===== src/rtl/fft_pkg.sv =====
// Shared definitions for the streaming radix-2 FFT address generator.
// Provides default sizes, the control FSM state type, and the bit-rotate
// and twiddle-mask helpers used to derive butterfly and twiddle addresses.
package fft_pkg;

    localparam int MAX_LOG2N_DEF = 10;
    localparam int TW_WIDTH_DEF  = MAX_LOG2N_DEF - 1;

    typedef enum logic [1:0] {
        ST_IDLE,
        ST_ISSUE,
        ST_DRAIN
    } agu_state_t;

    // Rotate x left by k positions within its low l bits; bits above l are 0.
    // Requires k < l. Bits pushed past position l-1 wrap back to the bottom.
    function automatic logic [31:0] rotl_l(input logic [31:0] x, input int k, input int l);
        logic [63:0] mask;
        logic [63:0] t;
        logic [63:0] r;
        mask = (64'd1 << l) - 64'd1;
        t    = ({32'd0, x} & mask) << k;
        r    = (t & mask) | (t >> l);
        return r[31:0];
    endfunction

    // Twiddle index: j with its low (l-1-s) bits cleared.
    function automatic logic [31:0] tw_mask(input logic [31:0] j, input int s, input int l);
        int sh;
        sh = l - 1 - s;
        if (sh < 0) sh = 0;
        return j & ~((32'd1 << sh) - 32'd1);
    endfunction

endpackage


===== src/rtl/fft_agu_delay.sv =====
// Fixed-depth shift register tracking write-backs {valid, payload}.
// Latency: DEPTH cycles from input to output; synchronous flush on clr.
// No backpressure: one entry accepted and one retired every cycle.
// Ports: clk, clr (sync flush), valid/data in, dly_valid/dly_data out.
module fft_agu_delay #(
    parameter int W     = 21,
    parameter int DEPTH = 5
) (
    input  logic         clk,
    input  logic         clr,
    input  logic         valid,
    input  logic [W-1:0] data,
    output logic         dly_valid,
    output logic [W-1:0] dly_data
);

    logic [DEPTH-1:0] v_q;
    logic [W-1:0]     d_q [DEPTH];

    always_ff @(posedge clk) begin
        if (clr) begin
            v_q <= '0;
            for (int i = 0; i < DEPTH; i++) d_q[i] <= '0;
        end else begin
            v_q[0] <= valid;
            d_q[0] <= data;
            for (int i = 1; i < DEPTH; i++) begin
                v_q[i] <= v_q[i-1];
                d_q[i] <= d_q[i-1];
            end
        end
    end

    assign dly_valid = v_q[DEPTH-1];
    assign dly_data  = d_q[DEPTH-1];

endmodule


===== src/rtl/fft_agu_stream.sv =====
// Runtime-sized radix-2 FFT address generator for ping-pong banked, in-place butterflies.
// Latency: first read 1 cycle after start; each write WR_LATENCY cycles after its read handshake.
// Backpressure: read side stalls on rd_ready=0 (outputs held); write side has none.
// Ports: start/log2n select a run; busy/done/result_bank report it; rd_* present butterfly
// pairs and twiddle index with valid/ready; wr_* strobe the matching write-back pairs.
module fft_agu_stream
    import fft_pkg::*;
#(
    parameter int MAX_LOG2N  = MAX_LOG2N_DEF,
    parameter int WR_LATENCY = 5,
    parameter int TW_WIDTH   = MAX_LOG2N - 1
) (
    input  logic                           clk,
    input  logic                           clr,
    input  logic                           start,
    input  logic [$clog2(MAX_LOG2N+1)-1:0] log2n,
    output logic                           busy,
    output logic                           done,
    output logic                           result_bank,
    output logic [$clog2(MAX_LOG2N)-1:0]   stage,
    output logic                           rd_valid,
    input  logic                           rd_ready,
    output logic [MAX_LOG2N-1:0]           rd_addr_a,
    output logic [MAX_LOG2N-1:0]           rd_addr_b,
    output logic [TW_WIDTH-1:0]            tw_addr,
    output logic                           rd_bank,
    output logic                           wr_valid,
    output logic [MAX_LOG2N-1:0]           wr_addr_a,
    output logic [MAX_LOG2N-1:0]           wr_addr_b,
    output logic                           wr_bank
);

    localparam int LW = $clog2(MAX_LOG2N + 1);
    localparam int SW = $clog2(MAX_LOG2N);
    localparam int JW = (MAX_LOG2N > 1) ? MAX_LOG2N - 1 : 1;
    localparam int CW = $clog2(WR_LATENCY + 2);
    localparam int DW = 2 * MAX_LOG2N + 1;

    agu_state_t    state;
    logic [LW-1:0] l_q;
    logic [SW-1:0] s_q;
    logic [JW-1:0] j_q;
    logic [CW-1:0] inflight;

    logic [31:0]   a_full;
    logic [31:0]   b_full;
    logic [31:0]   tw_full;
    logic          hs;
    logic          last_pair;
    logic          last_stage;
    logic          log2n_ok;
    logic [DW-1:0] push_dat;
    logic [DW-1:0] wr_dat;

    always_comb begin
        int li;
        int si;
        li         = int'(l_q);
        si         = int'(s_q);
        a_full     = rotl_l(32'({j_q, 1'b0}), si, li);
        b_full     = rotl_l(32'({j_q, 1'b1}), si, li);
        tw_full    = tw_mask(32'(j_q), si, li);
        last_pair  = (li >= 1) && (32'(j_q) == ((32'd1 << (li - 1)) - 32'd1));
        last_stage = (si == li - 1);
    end

    assign log2n_ok = (log2n != '0) && (int'(log2n) <= MAX_LOG2N);
    assign hs       = rd_valid & rd_ready;

    // Addresses are forced to 0 outside ISSUE so idle/reset outputs read as 0.
    assign rd_addr_a = rd_valid ? a_full[MAX_LOG2N-1:0] : '0;
    assign rd_addr_b = rd_valid ? b_full[MAX_LOG2N-1:0] : '0;
    assign tw_addr   = rd_valid ? tw_full[TW_WIDTH-1:0] : '0;
    assign stage     = s_q;

    // Payload gated by the handshake so empty delay slots carry zeros.
    assign push_dat = hs ? {rd_addr_a, rd_addr_b, ~rd_bank} : '0;

    fft_agu_delay #(
        .W     (DW),
        .DEPTH (WR_LATENCY)
    ) u_delay (
        .clk       (clk),
        .clr       (clr),
        .valid     (hs),
        .data      (push_dat),
        .dly_valid (wr_valid),
        .dly_data  (wr_dat)
    );

    assign {wr_addr_a, wr_addr_b, wr_bank} = wr_dat;

    always_ff @(posedge clk) begin
        if (clr) begin
            state       <= ST_IDLE;
            l_q         <= '0;
            s_q         <= '0;
            j_q         <= '0;
            inflight    <= '0;
            busy        <= 1'b0;
            done        <= 1'b0;
            result_bank <= 1'b0;
            rd_valid    <= 1'b0;
            rd_bank     <= 1'b0;
        end else begin
            done     <= 1'b0;
            // Simultaneous issue and retire cancel out.
            inflight <= inflight + CW'(hs) - CW'(wr_valid);
            case (state)
                ST_IDLE: begin
                    if (start && log2n_ok) begin
                        l_q      <= log2n;
                        s_q      <= '0;
                        j_q      <= '0;
                        rd_bank  <= 1'b0;
                        busy     <= 1'b1;
                        rd_valid <= 1'b1;
                        state    <= ST_ISSUE;
                    end
                end
                ST_ISSUE: begin
                    if (hs) begin
                        if (last_pair) begin
                            rd_valid <= 1'b0;
                            state    <= ST_DRAIN;
                        end else begin
                            j_q <= j_q + JW'(1);
                        end
                    end
                end
                ST_DRAIN: begin
                    // The next stage reads what this stage wrote, so wait for every write.
                    if (inflight == '0) begin
                        if (last_stage) begin
                            done        <= 1'b1;
                            result_bank <= l_q[0];
                            busy        <= 1'b0;
                            state       <= ST_IDLE;
                        end else begin
                            s_q      <= s_q + SW'(1);
                            j_q      <= '0;
                            rd_bank  <= ~rd_bank;
                            rd_valid <= 1'b1;
                            state    <= ST_ISSUE;
                        end
                    end
                end
                default: state <= ST_IDLE;
            endcase
        end
    end

endmodule

===== config.mk =====
export PLATFORM = sky130hd
export DESIGN_NAME = fft_agu_stream
export DESIGN_NICKNAME = d
export VERILOG_FILES = /design/src/rtl/fft_pkg.sv /design/src/rtl/fft_agu_delay.sv /design/src/rtl/fft_agu_stream.sv
export SDC_FILE = /design/constraint.sdc
export NUM_CORES = 1
export LEC_CHECK = 0
export ABC_AREA = 0
export CORE_UTILIZATION = 48
export DETAILED_ROUTE_END_ITERATION = 12
export GPL_TIMING_DRIVEN = 0
export PLACE_DENSITY = 0.67
export SETUP_SLACK_MARGIN = 0.15
export SLEW_MARGIN = 20
export SYNTH_ARGS = -nofsm -noshare
export SYNTH_HDL_FRONTEND = slang
export SYNTH_SLANG_ARGS = --single-unit
export TNS_END_PERCENT = 1

===== constraint.sdc =====
create_clock -name clk -period 7.6 [get_ports clk]
set_clock_uncertainty 0.05 [all_clocks]
set_input_delay 1.9 -clock clk [delete_from_list [all_inputs] [get_ports clk]]
set_output_delay 1.9 -clock clk [all_outputs]
set_load 0.1 [all_outputs]

==> flow_metrics.env <==
export IMPL_status="finished, final reports clean"
export IMPL_setup_viol=0
export IMPL_worstSetupStartpointType="register"
export IMPL_first_iter_violations=1537
export IMPL_seq_area_frac_synth_pct=29.3
export IMPL_grt_pass1_vias=9037
export IMPL_place_gp_congestion=1.10
export IMPL_crit_path_end="rd_addr_a[4]"
export IMPL_drive_gt1_share_pct=20.0
export IMPL_required_ps=5650
export IMPL_antenna_found_initial=0
export IMPL_cts_buffers_inserted=17
export IMPL_p_total_uw=1900
export IMPL_critPathBufInv=6
export IMPL_clock_latency_ps=420
export IMPL_core_area_mm2=0.0189
export IMPL_p_leak_uw=0.00406
export IMPL_drv_cap=0
export IMPL_max_vdd_ir_drop_mv=0.142
export IMPL_crit_fanout=10
export IMPL_grt_max_degree=17
export IMPL_fin_cells=1561
export IMPL_p_per_area_mw_per_mm2=162
export IMPL_die_h_um=142
export IMPL_antenna_left=0
export IMPL_min_delay_path_class="reg -> reg"
export IMPL_dpl_hpwl_um=26400
export IMPL_path_common_cell="buf_6"
export IMPL_r2r_end="u_delay.d_q[0][13]$_SDFF_PP0_"
export IMPL_ys_ff_latch=137
export IMPL_worstMarginPinSlew_ps=1050
export IMPL_max_stage_delay_ps=660
export IMPL_cp_startpoint="l_q[3]$_SDFFE_PP0P_"
export IMPL_io_buffers=66
export IMPL_max_freq_mhz=135
export IMPL_synth_distinct_cells=111
export IMPL_dr_pass1_iters=7
export IMPL_io_pins=68
export IMPL_synth_cells=1180
export IMPL_path_clk_slew_ps=60
export IMPL_grt_pass1_wl_um=53500
export IMPL_fin_crit_ps=7420
export IMPL_gr_total_overflow=0
export IMPL_drcViolationCount=0
export IMPL_cp_end_kind="output port"
export IMPL_start_util_pct=49.5
export IMPL_ys_async_sr_fraction_pct=0
export IMPL_rr_worst_depth=17
export IMPL_cts_buffer_depth=2
export IMPL_synth_area_mm2=0.00936
export IMPL_timing_final_crit_share_pct=97.7
export IMPL_cp_num_cells=17
export IMPL_rsz0062_at_grt="true"
export IMPL_reg2reg_from="l_q[3]$_SDFFE_PP0P_"
export IMPL_synth_main_ff_cell="dfxtp_1"
export IMPL_num_nets_final=1314
export IMPL_path_cells="buf_6, buf_6, clkbuf_1, nor2_1, clkbuf_1, nand2_1, ha_2, clkbuf_4, xnor2_1, o31ai_1, nand2_1, o21ai_0, o32ai_4, o22ai_1, a211oi_2, o221ai_1, buf_6"
export IMPL_root_buffer="clkbuf_16"
export IMPL_final_max_slew_viol_count=0
export IMPL_htreeDepth=4
export IMPL_finalWirelength_um=36400
export IMPL_routed_via_density=6.62
export IMPL_antenna_cells=0
export IMPL_max_slew_margin_pct=30.1
export IMPL_grtUsageTotal_pct=35.4
export IMPL_cts_num_sinks=137
export IMPL_synth_edf_count=0
export IMPL_worstSetupPathType="reg -> out"
export IMPL_wl_per_cell_um=23.3
export IMPL_synth_area_per_cell_um2=7.93
export IMPL_syn2layout_area_growth_pct=25.7
export IMPL_path_delay_family="compound AO/OA/AOI/OAI gates"
export IMPL_r2r_slack_ps=2620
export IMPL_dpl_cell_count=1507
export IMPL_rows=50
export IMPL_cp_slowest_cell="o31ai_1"
export IMPL_cts_tree="built"
export IMPL_yosys_warnings=0
export IMPL_die_area_mm2=0.0201
export IMPL_final_hold_viol_count=0
export IMPL_synth_nets=1206
export IMPL_crit_arrival_ps=5470
export IMPL_die_w_um=142
export IMPL_vias=10300
-- worst register-to-register path, delay by kind of cell (launching register included) --
family | cells | cell delay, ps
AO/OA/AOI/OAI | 5 | 1490
buffers and inverters | 5 | 1400
AND/OR/NAND/NOR | 6 | 1290
flip-flops | 1 | 340
adder cells (fa/ha/maj) | 1 | 250
-- cell usage in the layout (no fill, tap or decap), types with 16 or more instances in the layout --
master           netlist  routed
a21oi_1               64      63
buf_2                 15      18
buf_4                 23      46
clkbuf_1              63      60
clkbuf_16              0      17
clkdlybuf4s50_1        0      39
dfxtp_1              137     136
inv_1                 20      18
mux2i_1               19      17
nand2_1              102     100
nand3_1               40      38
nor2_1               113     113
nor2b_1              103     102
nor3_1                45      44
o21ai_0               53      49
o22ai_1               36      28
xnor2_1               17      16
-- metrics by stage --
stage / cell area (µm²) / TNS (ps) / setup slack [ps] / hold slack, ps / utilization (%)
after floorplan: 9370 / -1700 / -432 / 364 / -
after global placement: 10400 / -38990 / -1890 / 364 / 54.8
after detailed placement: 10400 / -38490 / -1850 / 370 / 54.8
after CTS: 11300 / 0 / 131 / 381 / 59.6
after global routing: 11800 / 0 / 98.4 / 392 / 62.3
final: 11800 / 0 / 175 / 371 / 62.3
-- cells in the mapped netlist (5+ instances only) --
cell type  number  area [µm²]
o32ai_1         5        43.8
o22ai_1        36         225
nand3_1        40         200
xor2_1          7        61.3
or2_2           6        37.5
nand2b_1        9        56.3
nor3b_1         6        45.0
a31oi_1        15        93.8
mux2i_1        19         190
or3_1           5        31.3
o31ai_1         6        45.0
a211oi_1       23         173
buf_6           7        78.8
o221ai_1       15         131
buf_4          23         173
clkbuf_1       63         236
dfxtp_1       137        2740
inv_1          20        75.1
o211ai_1       14         105
nor3_1         45         225
nor2_1        113         424
a22oi_1        12        90.1
and3_1          9        56.3
ha_1           16         200
a311oi_1        6        52.6
a2111oi_0       5        43.8
a21oi_1        64         320
nand4_1         6        37.5
nand2_1       102         383
xnor2_1        17         149
and2_1          9        56.3
nor2b_1       103         644
buf_1           8        30.0
a21o_1          6        45.0
buf_2          15        75.1
o21ai_0        53         265
-- flip-flops by register name, indices dropped and copies added (netlist names) --
signal       count
u_delay.d_q    105
j_q              9
u_delay.v_q      5
l_q              4
stage            4
inflight         3
state            2
busy             1
done             1
rd_bank          1
rd_valid         1
result_bank      1
-- what timing repair did --
item,4_1_cts,5_1_grt
buffers inserted,8,13
endpoints found under the setup margin,29,28
pin swaps,7,23
resized for setup,204,83
hold buffers,0,0
gates cloned,0,1
-- layout make-up --
cell class              instances  area [µm²]
clock buffers                  19         433
fillers                      1706        7130
multi-input cells             906        6590
repair buffers                 88         796
plain buffers                 116         656
flip-flops and latches        137        2740
well taps                     260         325
inverters                      22        85.1
clock inverters                13         135
-- metal layers --
metal | GRT usage (%) | routed length [µm] | vias to the layer above
li1 | - | - | 4504
met1 | 47.2 | 14700 | 4804
met2 | 53.5 | 15300 | 808
met3 | 7.83 | 4170 | 211
met4 | 18.2 | 2280 | 0
met5 | 0 | 0 | -
-- how the worst min path moves through the flow --
| stage | start | to | slack (ps) | cells past startpoint |
|---|---|---|---|---|
| after global routing | u_delay.d_q[0][1]$_SDFF_PP0_ | u_delay.d_q[0][22]$_SDFF_PP0_ | 390 | 1 |
| after detailed placement | u_delay.d_q[0][29]$_SDFF_PP0_ | u_delay.d_q[0][50]$_SDFF_PP0_ | 370 | 1 |
| after global placement | u_delay.v_q[3]$_SDFF_PP0_ | u_delay.v_q[4]$_SDFF_PP0_ | 360 | 1 |
| after CTS | u_delay.d_q[0][1]$_SDFF_PP0_ | u_delay.d_q[0][22]$_SDFF_PP0_ | 380 | 1 |
| final | u_delay.d_q[0][82]$_SDFF_PP0_ | u_delay.d_q[0][103]$_SDFF_PP0_ | 370 | 1 |
| after floorplan | u_delay.d_q[0][79]$_SDFF_PP0_ | u_delay.d_q[0][100]$_SDFF_PP0_ | 360 | 1 |
-- cells by family (layout without fill, tap and decap cells) --
family	Yosys count	count (layout)	synth area share, %
compound gates	346	347	28.0
xor+xnor	26	26	2.73
fa+ha+maj	18	18	2.57
buf+inv	138	258	7.22
flops	137	137	29.3
mux	24	24	2.78
simple gates	491	491	27.4
-- power by group --
| part | internal [µW] | switching, µW |
|---|---|---|
| clock | 460 | 332 |
| combinational | 120 | 265 |
| sequential | 724 | 3.74 |
Power figures use the tool's default switching activity.
